[config.mk]
export PLATFORM = sky130hd
export DESIGN_NAME = program_loader
export DESIGN_NICKNAME = d
export VERILOG_FILES = /design/src/rtl/loader_pkg.sv /design/src/rtl/strobe_sync.sv /design/src/rtl/program_loader.sv
export SDC_FILE = /design/constraint.sdc
export NUM_CORES = 1
export LEC_CHECK = 0
export ABC_AREA = 1
export BUFFER_PORTS_ARGS = -buffer_cell sky130_fd_sc_hd__buf_4
export CORE_AREA = 3 3 131 133
export DETAILED_ROUTE_END_ITERATION = 8
export DIE_AREA = 0 0 134 136
export HOLD_SLACK_MARGIN = 0.12
export PLACE_DENSITY = 0.67
export SKIP_LAST_GASP = 1
export SYNTH_ARGS = -nofsm -noshare
export SYNTH_HDL_FRONTEND = slang
export SYNTH_SLANG_ARGS = --single-unit
[constraint.sdc]
create_clock -name clk -period 1.9 [get_ports clk]
set_input_delay 0.285 -clock clk [delete_from_list [all_inputs] [get_ports clk]]
set_output_delay 0.285 -clock clk [all_outputs]
set_load 0.005 [all_outputs]
[src/rtl/loader_pkg.sv]
// Shared types and sizing for the program loader: image geometry, byte width
// and the loader state encoding.
package loader_pkg;

    localparam int DATA_W      = 8;
    localparam int IMAGE_DEPTH = 16;
    localparam int CNT_W       = 5;
    localparam int ADDR_W      = $clog2(IMAGE_DEPTH);

    typedef enum logic [1:0] {
        RECEIVE = 2'd0,
        STREAM  = 2'd1,
        DRAIN   = 2'd2,
        RUN     = 2'd3
    } loader_state_e;

    // A byte counter is full once it holds a complete image; counters stop there.
    function automatic logic count_full(input logic [CNT_W-1:0] cnt);
        return (cnt == CNT_W'(IMAGE_DEPTH));
    endfunction

endpackage

[src/rtl/strobe_sync.sv]
// Two-flop synchroniser for an asynchronous strobe followed by a one-clock
// rising-edge pulse taken from the synchronised copy.
module strobe_sync #(
    parameter logic RESET_VAL = 1'b0
) (
    input  logic clk,
    input  logic resetn,
    input  logic async_in,
    output logic rise
);

    logic sync1_r;
    logic sync2_r;
    logic sync3_r;

    // Synchroniser chain plus one history stage for edge detection.
    always_ff @(posedge clk or negedge resetn) begin
        if (!resetn) begin
            sync1_r <= RESET_VAL;
            sync2_r <= RESET_VAL;
            sync3_r <= RESET_VAL;
        end else begin
            sync1_r <= async_in;
            sync2_r <= sync1_r;
            sync3_r <= sync2_r;
        end
    end

    assign rise = sync2_r & ~sync3_r;

endmodule

[src/rtl/program_loader.sv]
// Captures a program image from external pins while the CPU is held in reset,
// then feeds it to the sequencer's load path and hands over at address 0.
module program_loader
    import loader_pkg::*;
(
    input  logic              clk,
    input  logic              resetn,
    input  logic [DATA_W-1:0] ext_data,
    input  logic              ext_strobe,
    input  logic              prog_start,
    input  logic              ready,
    input  logic              read_ui_in,
    input  logic              done_load,
    output logic              programming,
    output logic              cpu_resetn,
    output logic [DATA_W-1:0] bus_out,
    output logic              bus_oe,
    output logic [CNT_W-1:0]  rx_count,
    output logic              prog_done
);

    loader_state_e      state_r;
    loader_state_e      state_next_s;
    logic [CNT_W-1:0]   rx_count_r;
    logic [CNT_W-1:0]   load_count_r;
    logic [ADDR_W-1:0]  rd_ptr_r;
    logic [DATA_W-1:0]  img_buf_r [IMAGE_DEPTH];
    logic [DATA_W-1:0]  bus_out_r;
    logic               programming_r;
    logic               cpu_resetn_r;
    logic               prog_done_r;
    logic               strobe_rise_s;
    logic               rx_inc_s;
    logic               load_inc_s;
    logic               clear_s;

    strobe_sync #(
        .RESET_VAL (1'b0)
    ) u_strobe_sync (
        .clk      (clk),
        .resetn   (resetn),
        .async_in (ext_strobe),
        .rise     (strobe_rise_s)
    );

    // Next-state and counter-update decisions.
    always_comb begin
        state_next_s = state_r;
        rx_inc_s     = 1'b0;
        load_inc_s   = 1'b0;
        clear_s      = 1'b0;
        case (state_r)
            RECEIVE: begin
                // The full check comes first, so a late edge can never overrun the buffer.
                if (count_full(rx_count_r)) begin
                    state_next_s = STREAM;
                end else if (strobe_rise_s) begin
                    rx_inc_s = 1'b1;
                end else begin
                    state_next_s = RECEIVE;
                end
            end
            STREAM: begin
                if (count_full(load_count_r)) begin
                    state_next_s = DRAIN;
                end else if (done_load) begin
                    load_inc_s = 1'b1;
                end else begin
                    state_next_s = STREAM;
                end
            end
            DRAIN: begin
                // Leaving on T0 drops programming during T1, so T2..T5 of this cycle run normally.
                if (ready) begin
                    state_next_s = RUN;
                end else begin
                    state_next_s = DRAIN;
                end
            end
            RUN: begin
                if (prog_start) begin
                    state_next_s = RECEIVE;
                    clear_s      = 1'b1;
                end else begin
                    state_next_s = RUN;
                end
            end
            default: begin
                state_next_s = RECEIVE;
                clear_s      = 1'b1;
            end
        endcase
    end

    // State, counters and handshake outputs, all registered from the next state.
    always_ff @(posedge clk or negedge resetn) begin
        if (!resetn) begin
            state_r       <= RECEIVE;
            rx_count_r    <= {CNT_W{1'b0}};
            load_count_r  <= {CNT_W{1'b0}};
            rd_ptr_r      <= {ADDR_W{1'b0}};
            programming_r <= 1'b1;
            cpu_resetn_r  <= 1'b0;
            prog_done_r   <= 1'b0;
        end else begin
            state_r       <= state_next_s;
            programming_r <= (state_next_s != RUN);
            cpu_resetn_r  <= (state_next_s != RECEIVE);
            prog_done_r   <= (state_next_s == RUN);
            if (clear_s) begin
                rx_count_r   <= {CNT_W{1'b0}};
                load_count_r <= {CNT_W{1'b0}};
                rd_ptr_r     <= {ADDR_W{1'b0}};
            end else begin
                if (rx_inc_s) begin
                    rx_count_r <= rx_count_r + CNT_W'(1);
                end else begin
                    rx_count_r <= rx_count_r;
                end
                if (load_inc_s) begin
                    load_count_r <= load_count_r + CNT_W'(1);
                    rd_ptr_r     <= rd_ptr_r + ADDR_W'(1);
                end else begin
                    load_count_r <= load_count_r;
                    rd_ptr_r     <= rd_ptr_r;
                end
            end
        end
    end

    // Image storage; contents are only meaningful once captured, so no reset.
    always_ff @(posedge clk) begin
        if (rx_inc_s) begin
            img_buf_r[rx_count_r[ADDR_W-1:0]] <= ext_data;
        end
    end

    // Registered bus byte tracks the read pointer only while streaming.
    always_ff @(posedge clk or negedge resetn) begin
        if (!resetn) begin
            bus_out_r <= {DATA_W{1'b0}};
        end else if (state_r == STREAM) begin
            bus_out_r <= img_buf_r[rd_ptr_r];
        end else begin
            bus_out_r <= {DATA_W{1'b0}};
        end
    end

    assign bus_oe      = read_ui_in & (state_r == STREAM);
    assign bus_out     = bus_out_r;
    assign programming = programming_r;
    assign cpu_resetn  = cpu_resetn_r;
    assign prog_done   = prog_done_r;
    assign rx_count    = rx_count_r;

endmodule

==> results of run 1 <==
synth_stat cells, drive strengths merged (2+ instances only):
cell    count
edfxtp    128
inv        89
ha          7
clkbuf      3
nand2     208
nor2       28
xor2        2
o21ai      15
a21oi       9
nor3        5
nand3b      3
dfrtp      29
buf        25
nand3      97
layout make-up:
cell class / instances / area share, %
sequential: 158 / 57.8
clock inverter: 13 / 2.08
tap: 216 / 3.40
clock buffer: 19 / 5.45
timing repair buffer: 60 / 5.89
multi-input combinational: 376 / 21.2
inverter: 89 / 4.20
layer usage:
metal  share of wire (%)  global-route usage (%)
met2                  52                    30.8
met5                   0                       0
met1                  39                    21.5
met3                 7.2                    4.89
met4                 1.8                    5.89
worst max-delay path: cells and delay by family, from the launching register on:
| family | cells | cell delay [ps] |
|---|---|---|
| simple gates | 4 | 540 |
| flops | 1 | 340 |
| fa+ha+maj | 1 | 230 |
| buf+inv | 3 | 360 |
cells by family after synthesis:
logic type,after synthesis
flops,158
fa+ha+maj,7
simple gates,343
buf+inv,117
xor+xnor,2
compound gates,24
flip-flops by register name, indices dropped and copies added, names as in the netlist:
name,count
bus_out,8
img_buf_r,128
prog_done,1
rd_ptr_r,4
load_count_r,5
state_r,2
u_strobe_sync.sync2_r,1
u_strobe_sync.sync3_r,1
cpu_resetn,1
programming,1
u_strobe_sync.sync1_r,1
rx_count,5
final timing paths:
check,cells past startpoint,end
min in group asynchronous,2,prog_done
max reg2reg,8,img_buf_r[7][2]
min,3,prog_done
max in group asynchronous,2,programming
min reg2reg,0,u_strobe_sync.sync2_r
max,8,img_buf_r[7][2]
power by group:
part	total, W	switching [W]	internal [W]
combinational	0.00337	0.00229	0.00108
clock	0.00338	0.00131	0.00207
sequential	0.00428	0.000186	0.00409
metrics by stage:
stage	cells	setup WS, ps	utilization [%]	total power (W)
2_1_floorplan	651	15.2	-	0.00656
3_3_place_gp	897	159	46.0	0.00759
3_5_place_dp	897	127	46.0	0.00767
4_1_cts	931	120	49.9	0.0111
5_1_grt	931	-7.74	49.9	0.0117
6_report	931	146	49.9	0.0110
placed cells by master (no fill, tap or decap):
cell type	count
inv_1	80
buf_12	1
nand3_2	2
a21oi_1	9
clkinv_4	3
nand3b_1	3
nor3_2	1
nor2_1	27
edfxtp_1	128
buf_4	57
dfrtp_2	1
inv_6	1
o21ai_0	1
clkinvlp_4	4
nand2_1	207
nor3b_1	1
nand4_1	1
nor2_4	1
o21ai_1	14
clkbuf_16	17
dlygate4sd3_1	2
nand2_2	1
bufinv_16	3
inv_2	9
nor3_1	4
xor2_1	2
ha_1	7
nand3_1	95
clkinv_2	2
clkbuf_1	2
dfstp_2	1
dfrtp_1	28
what timing repair did:
action                                 4_1_cts  5_1_grt
endpoints found under the hold margin       31        0
hold buffers                                 2        0
setup endpoints to repair                    0       32
resized for setup                            0        1
==> flow_metrics.py, run 1 <==
metrics = {
    "flow_run": {
        "maxCapViolCount": 0,
    },
    "final_layout": {
        "final_cell_area_um2": 7950,
        "finalNetCount": 724,
        "area_growth_syn_to_layout_pct": 17.6,
        "multi_input_area_um2": 1680,
        "ff_latch_area_um2": 4600,
        "final.fill_count": 1405,
        "drive_gt1_share_pct": 14.5,
        "num_antenna_cells": 0,
    },
    "timing": {
        "fin_worst_skew_ps": 8.28,
        "setup_viol": 0,
        "hold_slack_ps": 159,
        "period_share_pct": 92.3,
        "tns_ps": 0,
        "slew_violations": 0,
        "finalHoldViolCount": 0,
        "maxSlewHeadroom_pct": 60.1,
        "period_needed_ps": 1750,
        "fmax_ghz": 0.570,
        "rsz0062_at_grt": "true",
        "tightest_slew_ps": 597,
    },
    "worst_setup_path": {
        "crit_arrival_ps": 1880,
        "worstPathCellList": "inv_1 > ha_1 > nand3_1 > nand3_2 > nor2_1 > inv_2 > nor2_1 > buf_4",
        "critPathLaunch": "rx_count[0]",
        "start_kind": "register",
        "critical_path_class": "reg2reg",
        "path_max_fanout": 8,
        "cp_common_cell": "nor2_1",
        "critPathSlowestCell": "dfrtp_1",
        "slowest_delay_ps": 340,
        "critPathCaptureType": "register",
        "r2r_setup_slack_ps": 150,
        "required_ps": 2030,
        "reg2reg_from": "rx_count[0]",
    },
    "synthesis": {
        "postSynth.asyncResetShare_pct": 19.0,
        "synth_top_cell_by_area": "edfxtp_1",
        "syn_area_per_cell_um2": 10.4,
        "synth_xor_area_share_pct": 0.259,
        "synth_fa_ha_area_share_pct": 1.30,
        "yosys.area_share.simple_pct": 21.4,
        "syn_nets": 673,
        "synthesis.yosys.warnings": 0,
        "yosys.area.top_type_share_pct": 56.8,
        "synth_area_leaders": "edfxtp_1 (57%), nand2_1 (12%), dfrtp_1 (11%)",
        "ys.flop_type": "edfxtp_1",
        "synth_area_um2": 6760,
        "synth-seq-area-share_pct": 68.0,
        "synth_edf_count": 128,
        "syn-instance-count": 651,
        "synthMuxAreaShare_pct": 0,
        "synth-compound-area-share_pct": 1.78,
        "synth_top_family_by_area": "simple AND/OR/NAND/NOR gates",
        "ys_ff_latch": 158,
        "synth_cell_types": 24,
    },
    "route": {
        "ant_nets": 0,
        "wl_um": 15400,
        "drtIter0Drc": 508,
        "viasPerCell": 5.02,
        "drc": 0,
        "dr_total_vias": 4677,
        "wire_per_inst_um": 16.5,
        "first_pass_iters": 6,
    },
    "clock_tree": {
        "clk_path_buf_depth": 2,
        "clk_pin_slew_worst_paths_ps": 60,
        "cts_tree": "yes",
        "ctsHtreeMaxLevel": 4,
        "ctsRootBufferMaster": "clkbuf_16",
        "clkSinkCount": 158,
        "post_cts_buffers": 0,
        "numCtsBuffers": 17,
        "clk-insertion-delay-late_ps": 420,
    },
    "grt": {
        "grt_max_degree": 67,
        "globalRouteTotalUtil_pct": 17.7,
        "grt_remaining_overflow": 0,
        "grt_pass1_vias": 4619,
        "grt_pass1_wl_um": 23900,
        "grt_antenna_before_repair": 0,
    },
    "floorplanning": {
        "dieHeight_um": 136,
        "num_rows": 46,
        "start_util_pct": 42.4,
        "pin_count": 32,
        "core_area_um2": 15900,
        "dieArea_um2": 18200,
        "die_w_um": 134,
    },
    "place": {
        "dpl.hpwl_um": 10100,
        "placed_area_um2": 7330,
        "io_buffers": 31,
        "routabilityCongestion": 0.917,
    },
    "pwr": {
        "powerDensity_nw_per_um2": 1390,
        "ir_drop_uv": 965,
        "p_leak_nw": 3.43,
    },
    "hold_path": {
        "hold_path.class": "in2reg",
        "holdCritStartpoint": "ready",
    },
    "outcome": {
        "status": "finished, final reports clean",
    },
}
Note: power is estimated with default switching activity, not from simulation.
==> run 2: changes to the inputs <==
--- a/config.mk
+++ b/config.mk
@@ -5,13 +5,12 @@
 export SDC_FILE = /design/constraint.sdc
 export NUM_CORES = 1
 export LEC_CHECK = 0
-export ABC_AREA = 1
 export BUFFER_PORTS_ARGS = -buffer_cell sky130_fd_sc_hd__buf_4
-export CORE_AREA = 3 3 131 133
+export CORE_AREA = 3 3 127 129
 export DETAILED_ROUTE_END_ITERATION = 8
-export DIE_AREA = 0 0 134 136
+export DIE_AREA = 0 0 130 132
 export HOLD_SLACK_MARGIN = 0.12
-export PLACE_DENSITY = 0.67
+export PLACE_DENSITY = 0.66
 export SKIP_LAST_GASP = 1
 export SYNTH_ARGS = -nofsm -noshare
 export SYNTH_HDL_FRONTEND = slang
==> flow_metrics.py, run 2 <==
metrics = {
    "hold_path": {
        "hold_path.class": "in2reg",
    },
    "worst_setup_path": {
        "crit_end": "img_buf_r[1][1]",
        "r2r_setup_slack_ps": -130,
        "required_ps": 2030,
        "worstPathCellList": "or3b_4 > buf_4 > nor3_4 > buf_6 > nand2_8 > nor3_4 > buf_6",
        "r2r_cells": 7,
        "start_kind": "register",
        "critPathLaunch": "state_r[1]",
        "path_max_fanout": 8,
        "critPathCaptureType": "register",
        "r2r-end": "img_buf_r[1][1]",
        "critical_path_class": "reg2reg",
        "crit_arrival_ps": 2160,
        "slowest_delay_ps": 390,
        "critPathSlowestCell": "or3b_4",
        "reg2reg_from": "state_r[1]",
    },
    "synthesis": {
        "synth_edf_count": 128,
        "synth_commonest_cells": "edfxtp_1 (128), dfrtp_1 (29), nor2_1 (28), mux2i_1 (24), mux4_2 (21)",
        "synthesis.yosys.warnings": 0,
        "yosys.area.top_type_share_pct": 61.3,
        "synth_top_cell_by_area": "edfxtp_1",
        "syn_nets": 382,
        "synth_area_leaders": "edfxtp_1 (61%), dfrtp_1 (12%), mux4_2 (7.5%)",
        "syn_area_per_cell_um2": 17.4,
        "synth_cell_types": 42,
        "postSynth.asyncResetShare_pct": 19.0,
        "synth_most_common_cell": "edfxtp_1",
        "ys.flop_type": "edfxtp_1",
        "ys_ff_latch": 158,
        "synth_area_um2": 6270,
        "syn-instance-count": 360,
        "synth-seq-area-share_pct": 73.3,
    },
    "clock_tree": {
        "clk-insertion-delay-late_ps": 420,
        "numCtsBuffers": 17,
        "ctsRootBufferMaster": "clkbuf_16",
        "clk_pin_slew_worst_paths_ps": 60,
        "cts_tree": "yes",
        "clkSinkCount": 158,
        "ctsHtreeMaxLevel": 4,
        "clk_path_buf_depth": 2,
    },
    "flow_run": {
        "maxCapViolCount": 0,
    },
    "timing": {
        "slew_violations": 0,
        "hold_slack_ps": 190,
        "fmax_ghz": 0.492,
        "period_share_pct": 107,
        "setup_viol": 114,
        "finalHoldViolCount": 0,
        "tns_ps": -8540,
        "postLayoutSetupSlackWorst_ps": -132,
        "period_needed_ps": 2030,
        "maxSlewHeadroom_pct": 57.5,
        "rsz0062_at_grt": "true",
        "fin_worst_skew_ps": 6.52,
        "tightest_slew_ps": 637,
    },
    "final_layout": {
        "final_common_cell": "edfxtp_1",
        "area_growth_syn_to_layout_pct": 28.7,
        "drive_gt1_share_pct": 38.1,
        "largest_reg_flops": 128,
        "final.fill_count": 1162,
        "finalNetCount": 467,
        "layout_common_cells": "edfxtp_1 (128), buf_4 (64), dfrtp_1 (28)",
        "num_antenna_cells": 0,
    },
    "pwr": {
        "combinationalPowerShare_pct": 31.8,
        "switching_share_pct": 29.4,
        "powerDensity_nw_per_um2": 1380,
        "internal_power_w": 0.00785,
        "ir_drop_uv": 767,
        "power_w": 0.0111,
        "pwr-share-seq_pct": 38.3,
        "p_leak_nw": 2.86,
        "p_sw_w": 0.00326,
        "clkPwrFrac_pct": 30.0,
    },
    "route": {
        "wire_per_inst_um": 20.0,
        "dr_total_vias": 3402,
        "wl_um": 12900,
        "first_pass_iters": 4,
        "ant_nets": 0,
        "drtIter0Drc": 250,
        "drc": 0,
        "viasPerCell": 5.27,
    },
    "outcome": {
        "violations": "negative setup slack",
        "status": "finished with violations",
    },
    "floorplanning": {
        "start_util_pct": 41.4,
        "dieArea_um2": 17200,
        "num_rows": 45,
        "pin_count": 32,
        "dieHeight_um": 132,
        "core_area_um2": 15100,
        "die_w_um": 130,
    },
    "place": {
        "io_buffers": 31,
        "routabilityCongestion": 0.792,
        "dpl.hpwl_um": 8670,
    },
    "grt": {
        "globalRouteTotalUtil_pct": 15.7,
        "grt_antenna_before_repair": 0,
        "grt_pass1_wl_um": 20000,
        "grt_remaining_overflow": 0,
        "grt_pass1_vias": 3527,
        "grt_max_degree": 31,
    },
}
run 2: kinds of logic after synthesis:
group | Yosys count | share of synthesized area [%]
muxes | 45 | 11.4
buffers and inverters | 26 | 1.74
AOI/OAI and AO/OA | 31 | 3.69
DFF | 158 | 73.3
and+or+nand+nor | 83 | 7.09
adders and majority gates | 7 | 1.40
xor gates and xnor gates | 10 | 1.40
run 2: critical path, delay by kind of cell, from the launching register on:
kind          cells  cell delay [ps]
simple gates      4              850
flops             1              380
buf+inv           3              520
run 2: cell type report:
cell class | count | area [um2] | share of cell area [%]
timing repair buffer | 85 | 788 | 9.77
inverter | 7 | 26.3 | 0.326
tap | 188 | 235 | 2.91
multi-input combinational | 176 | 1850 | 22.9
clock inverter | 11 | 141 | 1.75
sequential | 158 | 4600 | 57.0
clock buffer | 20 | 437 | 5.41
run 2: timing repair:
action | 4_1_cts | 5_1_grt
buffers inserted | 1 | 3
resized for setup | 29 | 25
hold buffers | 2 | 0
hold endpoints to repair | 30 | 0
pin swaps | 8 | 5
setup endpoints to repair | 134 | 134
run 2: worst min path at each step:
| stage | start | endpoint | cells after the start |
|---|---|---|---|
| final | ext_data[3] | img_buf_r[12][3] | 1 |
| after CTS | ext_data[1] | img_buf_r[13][1] | 1 |
| after detailed placement | resetn | u_strobe_sync.sync1_r | 1 |
| after floorplan | resetn | bus_out[0] | 0 |
| after global routing | ext_data[4] | img_buf_r[6][4] | 1 |
| after global placement | resetn | u_strobe_sync.sync1_r | 1 |
run 2: power by group through the flow:
stage	clock network, W	logic, W	registers (W)
2_1_floorplan	0	0.00192	0.00434
3_3_place_gp	0	0.00316	0.00430
3_5_place_dp	0	0.00319	0.00432
4_1_cts	0.00337	0.00334	0.00425
5_1_grt	0.00351	0.00382	0.00429
6_report	0.00333	0.00353	0.00425
run 2: per-stage QoR:
stage / worst slack, ps / util (%) / cell area [um2] / std cells
2_1_floorplan: -233 / - / 6360 / 360
3_3_place_gp: -232 / 47.6 / 7200 / 608
3_5_place_dp: -262 / 47.6 / 7200 / 608
4_1_cts: -173 / 52.2 / 7910 / 642
5_1_grt: -215 / 53.3 / 8070 / 645
6_report: -132 / 53.3 / 8070 / 645
run 2: routing by layer:
metal / up-vias / GRT usage, % / part of all wire, %
met2: 66 / 25.8 / 53
met1: 1759 / 20.5 / 41
met4: 0 / 5.77 / 1.9
li1: 1560 / - / -
met3: 17 / 3.32 / 3.5
met5: - / 0 / 0
